==> src/rtl/piecewise_inverse_fixed_if.sv <==
// Request/response bundle for piecewise_inverse_fixed: target y plus two
// segment coefficient pairs in, two candidate abscissae with flags out.
interface piecewise_inverse_fixed_if #(parameter int WID = 16);
    logic           in_valid;
    logic           in_ready;
    logic [WID-1:0] y, a0, a1, a2, a3;
    logic           out_valid;
    logic           out_ready;
    logic [WID-1:0] x0, x1;
    logic           dz0, dz1, ovf0, ovf1;

    modport master (
        output in_valid, y, a0, a1, a2, a3, out_ready,
        input  in_ready, out_valid, x0, x1, dz0, dz1, ovf0, ovf1
    );
    modport slave (
        input  in_valid, y, a0, a1, a2, a3, out_ready,
        output in_ready, out_valid, x0, x1, dz0, dz1, ovf0, ovf1
    );
endinterface

==> src/rtl/piecewise_inverse_fixed.sv <==
// Inverse of the two-segment piecewise-linear map: x = (y - offset) / slope for
// both segments on one shared serial restoring divider. PIECEWISE_INV_SAT_EN
// selects saturating results on overflow / divide-by-zero (default: wrap / zero).
module piecewise_inverse_fixed #(
    parameter int WID   = 16,
    parameter int FBITS = 8
) (
    input  logic                     clk,
    input  logic                     rst,
    piecewise_inverse_fixed_if.slave bus
);
    localparam int NB = WID + FBITS + 1;
    localparam int CW = $clog2(NB + 1);
    localparam logic [NB-1:0]  QMAXP = NB'(2 ** (WID - 1) - 1);
    localparam logic [NB-1:0]  QMAXN = NB'(2 ** (WID - 1));
    localparam logic [WID-1:0] XMAX  = {1'b0, {(WID-1){1'b1}}};
    localparam logic [WID-1:0] XMIN  = {1'b1, {(WID-1){1'b0}}};

    typedef enum logic [2:0] {IDLE, SETUP0, DIV0, FIN0, SETUP1, DIV1, FIN1, DONE} state_t;
    state_t state;

    logic signed [WID-1:0] yr, a0r, a1r, a2r, a3r;
    logic [NB-1:0]  nmag, quo;
    logic [WID-1:0] dmag, rem;
    logic [CW-1:0]  cnt;
    logic           qneg, dzero;

    // Setup: pick the segment, widen by one bit so y - offset cannot wrap.
    logic signed [WID-1:0] dsel, osel;
    logic signed [WID:0]   num;
    logic signed [NB-1:0]  numsh;
    logic [NB-1:0]         nmag_n;
    logic [WID-1:0]        dmag_n;
    assign dsel   = (state == SETUP1) ? a2r : a0r;
    assign osel   = (state == SETUP1) ? a3r : a1r;
    assign num    = {yr[WID-1], yr} - {osel[WID-1], osel};
    assign numsh  = {num, {FBITS{1'b0}}};
    assign nmag_n = numsh[NB-1] ? -numsh : numsh;
    assign dmag_n = dsel[WID-1] ? -dsel : dsel;

    // One restoring step: the partial remainder always stays below dmag.
    logic [WID:0]   rsh;
    logic [WID-1:0] rdiff;
    logic           ge;
    assign rsh   = {rem, nmag[NB-1]};
    assign ge    = rsh >= {1'b0, dmag};
    assign rdiff = rsh[WID-1:0] - dmag;

    // Finish: low bits of the signed quotient are the wrapped result.
    logic [WID-1:0] qs, x_n;
    logic           ovf_n;
    assign qs    = qneg ? -quo[WID-1:0] : quo[WID-1:0];
    assign ovf_n = !dzero && (qneg ? (quo > QMAXN) : (quo > QMAXP));

    always_comb begin
        x_n = qs;
`ifdef PIECEWISE_INV_SAT_EN
        // With a zero divisor qneg reduces to the sign of num.
        if (dzero || ovf_n) x_n = qneg ? XMIN : XMAX;
`else
        if (dzero) x_n = '0;
`endif
    end

    always_ff @(posedge clk) begin
        if (rst) begin
            state         <= IDLE;
            bus.in_ready  <= 1'b1;
            bus.out_valid <= 1'b0;
            bus.x0        <= '0;
            bus.x1        <= '0;
            bus.dz0       <= 1'b0;
            bus.dz1       <= 1'b0;
            bus.ovf0      <= 1'b0;
            bus.ovf1      <= 1'b0;
            yr <= '0; a0r <= '0; a1r <= '0; a2r <= '0; a3r <= '0;
            nmag <= '0; quo <= '0; dmag <= '0; rem <= '0; cnt <= '0;
            qneg <= 1'b0; dzero <= 1'b0;
        end else begin
            case (state)
                IDLE: if (bus.in_valid) begin
                    yr  <= bus.y;
                    a0r <= bus.a0;
                    a1r <= bus.a1;
                    a2r <= bus.a2;
                    a3r <= bus.a3;
                    bus.in_ready <= 1'b0;
                    state <= SETUP0;
                end
                SETUP0, SETUP1: begin
                    nmag  <= nmag_n;
                    dmag  <= dmag_n;
                    qneg  <= numsh[NB-1] ^ dsel[WID-1];
                    dzero <= (dsel == '0);
                    rem   <= '0;
                    quo   <= '0;
                    cnt   <= '0;
                    state <= (state == SETUP0) ? DIV0 : DIV1;
                end
                DIV0, DIV1: begin
                    rem  <= ge ? rdiff : rsh[WID-1:0];
                    quo  <= {quo[NB-2:0], ge};
                    nmag <= {nmag[NB-2:0], 1'b0};
                    cnt  <= cnt + 1'b1;
                    if (cnt == CW'(NB - 1)) state <= (state == DIV0) ? FIN0 : FIN1;
                end
                FIN0: begin
                    bus.x0   <= x_n;
                    bus.dz0  <= dzero;
                    bus.ovf0 <= ovf_n;
                    state    <= SETUP1;
                end
                FIN1: begin
                    bus.x1        <= x_n;
                    bus.dz1       <= dzero;
                    bus.ovf1      <= ovf_n;
                    bus.out_valid <= 1'b1;
                    state         <= DONE;
                end
                DONE: if (bus.out_ready) begin
                    bus.out_valid <= 1'b0;
                    bus.in_ready  <= 1'b1;
                    state         <= IDLE;
                end
                default: state <= IDLE;
            endcase
        end
    end
endmodule

==> src/flat_wrapper.sv <==
// flat-port wrapper written by rule: the top's interface ports become plain ports
module piecewise_inverse_fixed_flat 
#(
    parameter int WID   = 16,
    parameter int FBITS = 8
)
  (clk, rst, bus_in_valid, bus_y, bus_a0, bus_a1, bus_a2, bus_a3, bus_out_ready, bus_in_ready, bus_out_valid, bus_x0, bus_x1, bus_dz0, bus_dz1, bus_ovf0, bus_ovf1);
  piecewise_inverse_fixed_if #(.WID(WID)) bus_i ();
  input  logic clk;
  input  logic rst;
  input wire logic [$bits(bus_i.in_valid)-1:0] bus_in_valid;
  input wire logic [$bits(bus_i.y)-1:0] bus_y;
  input wire logic [$bits(bus_i.a0)-1:0] bus_a0;
  input wire logic [$bits(bus_i.a1)-1:0] bus_a1;
  input wire logic [$bits(bus_i.a2)-1:0] bus_a2;
  input wire logic [$bits(bus_i.a3)-1:0] bus_a3;
  input wire logic [$bits(bus_i.out_ready)-1:0] bus_out_ready;
  output wire logic [$bits(bus_i.in_ready)-1:0] bus_in_ready;
  output wire logic [$bits(bus_i.out_valid)-1:0] bus_out_valid;
  output wire logic [$bits(bus_i.x0)-1:0] bus_x0;
  output wire logic [$bits(bus_i.x1)-1:0] bus_x1;
  output wire logic [$bits(bus_i.dz0)-1:0] bus_dz0;
  output wire logic [$bits(bus_i.dz1)-1:0] bus_dz1;
  output wire logic [$bits(bus_i.ovf0)-1:0] bus_ovf0;
  output wire logic [$bits(bus_i.ovf1)-1:0] bus_ovf1;
  assign bus_i.in_valid = bus_in_valid;
  assign bus_i.y = bus_y;
  assign bus_i.a0 = bus_a0;
  assign bus_i.a1 = bus_a1;
  assign bus_i.a2 = bus_a2;
  assign bus_i.a3 = bus_a3;
  assign bus_i.out_ready = bus_out_ready;
  assign bus_in_ready = bus_i.in_ready;
  assign bus_out_valid = bus_i.out_valid;
  assign bus_x0 = bus_i.x0;
  assign bus_x1 = bus_i.x1;
  assign bus_dz0 = bus_i.dz0;
  assign bus_dz1 = bus_i.dz1;
  assign bus_ovf0 = bus_i.ovf0;
  assign bus_ovf1 = bus_i.ovf1;
  piecewise_inverse_fixed #(.WID(WID), .FBITS(FBITS)) u_core (.clk(clk), .rst(rst), .bus(bus_i));
endmodule
==> config.mk <==
export PLATFORM = sky130hd
export DESIGN_NAME = piecewise_inverse_fixed_flat
export DESIGN_NICKNAME = d
export VERILOG_FILES = /design/src/rtl/piecewise_inverse_fixed_if.sv /design/src/rtl/piecewise_inverse_fixed.sv /design/src/flat_wrapper.sv
export SDC_FILE = /design/constraint.sdc
export NUM_CORES = 1
export LEC_CHECK = 0
export ABC_CLOCK_PERIOD_IN_PS = 7100
export CELL_PAD_IN_SITES_DETAIL_PLACEMENT = 1
export CELL_PAD_IN_SITES_GLOBAL_PLACEMENT = 1
export CORE_MARGIN = 8
export CORE_UTILIZATION = 46
export CTS_BUF_LIST = sky130_fd_sc_hd__clkbuf_4 sky130_fd_sc_hd__clkbuf_8
export DETAILED_ROUTE_END_ITERATION = 10
export PLACE_DENSITY = 0.95
export SLEW_MARGIN = 0
export SYNTH_ARGS = -nofsm -noshare
export SYNTH_HDL_FRONTEND = slang
export SYNTH_SLANG_ARGS = --single-unit
==> constraint.sdc <==
create_clock -name clk -period 7.1 [get_ports clk]
set_input_delay 1.42 -clock clk [delete_from_list [all_inputs] [get_ports clk]]
set_output_delay 1.42 -clock clk [all_outputs]
set_load 0.03 [all_outputs]
==> results summary <==
The total DRC errors in the routed layout is 0. The clock latency at the later pin of the worst-skew pair came out at 0.55 ns. The area share of the largest cell type after synthesis came out at between 30% and 40%. For met2 alone, demand over resource in global routing was between 40% and 50%. The setup violation total in the final timing report is 0. The number of maximum-capacitance constraint violations came out at 0. After clock tree synthesis, the clock-pin slew on the worst setup and hold paths is about 0.06 ns.

The run finished with clean final reports. Headroom to the max-slew limit came out at 23.0%. The clock power share is about a fifth. The sum of overflow across all layers after global routing came out at 0. The most used routing layer is met2. The final setup slack of the worst path is ~2.4 ns. The worst register-to-register path has a setup slack of around 2.4 ns. The final estimated routing congestion in global placement came out at around 0.84. The cell count of the worst hold path came out at 2. The net switching power figure came out at between 2 and 3 mW. The number of max-slew violations in the final report came out at 0. Counting tap cells, the placed design contains a total of approximately 1.7k instances. The number of buffers on the longest clock path came out at 3. In this run the number of H-tree levels came out at 2. OpenSTA, run right after detailed placement, puts the worst setup slack at 2.47 ns.

Buffers placed on the I/O ports in this run total 121. The cell area after synthesis is 0.0106 sq mm. The worst-case hold path end point is u_core.dmag[4]. The power share of the combinational group is between 50% and 60%. The core utilization of the finished layout came out at about 56%. The number of antenna violations at the first check in global routing was 0. The internal power component came out at between 3 and 4 mW. The number of nets still failing antenna checks after routing came out at 0.

In the global route stage, met1 resource usage came out at ~28%. The achievable clock frequency came out at between 200 and 250 MHz. The global router's overall resource usage is about a quarter. The count of nets after finishing is 1589. The TritonCTS sink count is between 200 and 250.

The total nets after synthesis is between 1k and 1.5k. In this run the mean area of a mapped cell was slightly below 8 sq um. Overall power consumption after layout is estimated at a little under 6 mW.

The hold buffer count at cts came out at 0. The number of global-route vias before repair came out at about 11k. The measured slew at the worst slew-check pin came out at around 1.2 ns. The number of post-CTS setup repair buffers came out at 0. Across the routed clock network, the largest skew measured is 0.0480 ns. In the synthesized netlist the dominant register cell turns out to be sky130_fd_sc_hd__dfxtp_1. TritonCTS built the clock tree. The number of instances in the synthesized netlist is roughly 1.4k. After layout, the minimum clock period comes to 4.73 ns. Measured in cells, the most critical reg-to-reg path has a length of 14. The die extent in y is 168 um.

The core box area is about 0.023 sq mm. Net switching is approximately 46% of the power. The most frequently used cell type in the post-synthesis netlist is sky130_fd_sc_hd__nand2_1. The critical path required time came out at roughly 7.5 ns. The total wire length is between 30 and 40 mm. CTS placed an instance of sky130_fd_sc_hd__clkbuf_8 at the clock tree root. The initial core utilization is 46.8%. The area growth from synthesis to layout is 19.9%.

Along the worst path, the maximum fanout reaches 31. The largest total area in the synthesized netlist belongs to sky130_fd_sc_hd__dfxtp_1. The floorplan die width is ~170 um.

The floorplan step defined a die boundary enclosing around 0.028 sq mm. Dividing the detail-routed wire length by the instance count gives 19.7 um. Setup repair after global routing left no endpoint under its margin. The detailed router finished its first iteration with just under 600 violations. The pre-antenna-repair detailed-routing pass consisted of 5 iterations. The final setup TNS is 0 ns. The post-cts repair resize count came out at 0.

The arrival time at the worst endpoint is 5.13 ns. The sequential group share of total power is between 20% and 30%. Ranked by instance count, the synthesized netlist is headed by 318 x sky130_fd_sc_hd__nand2_1, 202 x sky130_fd_sc_hd__dfxtp_1, 184 x sky130_fd_sc_hd__a21oi_1. The part of the Yosys area used for sequential elements came out at between 30% and 40%. The antenna diode count is 0. The number of cell rows is 55. For this block, the via count after detailed routing is 10.4k.

The final critical-path share of the clock period is 66.6%. The pin count of the biggest net entering global routing came out at 93. The worst voltage drop across the vdd grid is 0.235 mV. The total power divided by cell area is 461 mW/mm^2.

The total leakage power is roughly 4.7 nW. The synthesis-stage register bit count is 202. The worst flop-to-flop path startpoint is u_core.state[1].

The detailed placer's ending HPWL came out at roughly 23 mm. The number of enable-type register cells in the synthesized netlist is 0. The category of the critical setup timing path is reg -> reg. In the final layout, the share of cells above drive strength 1 is between 6 and 7%.

The worst register-to-register path ends at u_core.nmag[23]. The via density per instance is between 5 and 6. The netlist uses 75 different library cells. For this run, the number of Yosys warnings is 0. The worst hold path begins at u_core.dmag[4]. The top-level port count came out at about 120.

Ranked by total cell area, the synthesized netlist is headed by sky130_fd_sc_hd__dfxtp_1 38%, sky130_fd_sc_hd__nand2_1 11%, sky130_fd_sc_hd__a21oi_1 8.7%. For this run, asynchronously set or reset flops after synthesis account for 0%. The global-route wire length before repair came out at 57.0 mm. The kind of end point of the critical path is a flip-flop. Global routing used 4.77% of the available met3 tracks. The number of cells in the finished layout apart from fillers is between 1.5k and 2k.

The hold violation total from the final report is 0. In this run the worst hold path is classified as reg -> reg. Buffers inserted during clock tree synthesis total 35. STA classifies the critical path startpoint as a flip-flop.
-- layout make-up --
type	instances	area, sq um
clock buffers	53	686
clock inverters	11	86.3
fillers	2741	9910
inverters	37	139
multi-input cells	1051	6050
flip-flops and latches	202	4040
well taps	285	357
repair buffers	134	1310
-- metal layers --
metal	vias to the layer above	part of all wire [%]	wire, um
li1	4925	-	-
met1	5061	42	14600
met2	287	50	17400
met3	79	5.0	1770
met4	0	3.2	1110
met5	-	0	0
-- power groups by stage --
stage / clock network, mW / registers, mW / logic [mW]
6_report: 1.17 / 1.47 / 3.20
5_1_grt: 1.24 / 1.49 / 3.50
4_1_cts: 1.18 / 1.47 / 3.17
3_5_place_dp: 0 / 1.48 / 3.08
3_3_place_gp: 0 / 1.47 / 2.92
2_1_floorplan: 0 / 1.42 / 2.44
-- placed cells by master (no fill, tap or decap), types with 6 or more instances in the layout --
cell / synthesis / routed
sky130_fd_sc_hd__a211oi_1: 11 / 11
sky130_fd_sc_hd__a21o_1: 12 / 12
sky130_fd_sc_hd__a21oi_1: 184 / 184
sky130_fd_sc_hd__a22o_1: 6 / 6
sky130_fd_sc_hd__a22oi_1: 32 / 32
sky130_fd_sc_hd__a31oi_1: 7 / 7
sky130_fd_sc_hd__and3_1: 7 / 6
sky130_fd_sc_hd__buf_4: 3 / 14
sky130_fd_sc_hd__clkbuf_4: 1 / 7
sky130_fd_sc_hd__clkbuf_8: 0 / 46
sky130_fd_sc_hd__clkdlybuf4s50_1: 0 / 120
sky130_fd_sc_hd__clkinv_2: 0 / 8
sky130_fd_sc_hd__dfxtp_1: 202 / 202
sky130_fd_sc_hd__ha_1: 42 / 42
sky130_fd_sc_hd__inv_1: 36 / 36
sky130_fd_sc_hd__mux2i_1: 39 / 39
sky130_fd_sc_hd__nand2_1: 318 / 318
sky130_fd_sc_hd__nand3_1: 23 / 22
sky130_fd_sc_hd__nand4_1: 13 / 13
sky130_fd_sc_hd__nor2_1: 113 / 112
sky130_fd_sc_hd__nor2b_1: 9 / 9
sky130_fd_sc_hd__nor3_1: 23 / 23
sky130_fd_sc_hd__o211ai_1: 6 / 6
sky130_fd_sc_hd__o21ai_0: 44 / 44
sky130_fd_sc_hd__o31ai_1: 6 / 6
sky130_fd_sc_hd__or3_1: 13 / 13
sky130_fd_sc_hd__xnor2_1: 27 / 27
sky130_fd_sc_hd__xor2_1: 26 / 26
-- registers in the layout (all words and copies together), names as in the netlist, 3 cells and up --
register and cells:
u_core.a0r 16, u_core.a1r 16, u_core.a2r 16, u_core.a3r 16, u_core.bus.x0 16, u_core.bus.x1 16
u_core.cnt 5, u_core.dmag 16, u_core.nmag 17, u_core.quo 25, u_core.rem 16, u_core.state 3
u_core.yr 16
-- metrics by stage --
stage	cell area, sq um	hold slack, ns
2_1_floorplan	10600	0.418
5_1_grt	12700	0.472
4_1_cts	12700	0.455
6_report	12700	0.453
3_3_place_gp	11900	0.441
3_5_place_dp	11900	0.445
-- critical path, cell delays in order (launching register included) --
cell	delay, ns
sky130_fd_sc_hd__dfxtp_1	0.33
sky130_fd_sc_hd__inv_1	0.09
sky130_fd_sc_hd__ha_1	0.27
sky130_fd_sc_hd__and2_2	0.55
sky130_fd_sc_hd__buf_4	0.49
sky130_fd_sc_hd__mux2i_1	0.32
sky130_fd_sc_hd__ha_1	0.32
sky130_fd_sc_hd__inv_1	0.10
sky130_fd_sc_hd__a2111oi_0	0.10
sky130_fd_sc_hd__a21boi_0	0.18
sky130_fd_sc_hd__a311oi_2	0.99
sky130_fd_sc_hd__inv_1	0.31
sky130_fd_sc_hd__o211ai_1	0.20
sky130_fd_sc_hd__nand4_1	0.14
sky130_fd_sc_hd__a32o_2	0.24
-- worst max-delay path by stage --
stage | from | to | cells past startpoint
finish | u_core.state[1] | u_core.nmag[23] | 14
global route | u_core.state[0] | u_core.nmag[16] | 15
CTS | u_core.state[1] | u_core.nmag[23] | 14
detailed placement | u_core.state[1] | u_core.nmag[23] | 14
global placement | u_core.state[0] | u_core.nmag[16] | 15
floorplan | u_core.state[0] | u_core.nmag[22] | 22
-- logic make-up after synthesis --
kind of cell / share of synthesized area (%)
and+or+nand+nor: 23.0
AOI/OAI and AO/OA: 20.4
adders and majority gates: 5.36
muxes: 4.02
buffers and inverters: 4.55
xor gates and xnor gates: 4.40
DFF: 38.3
Power figures use the tool's default switching activity.
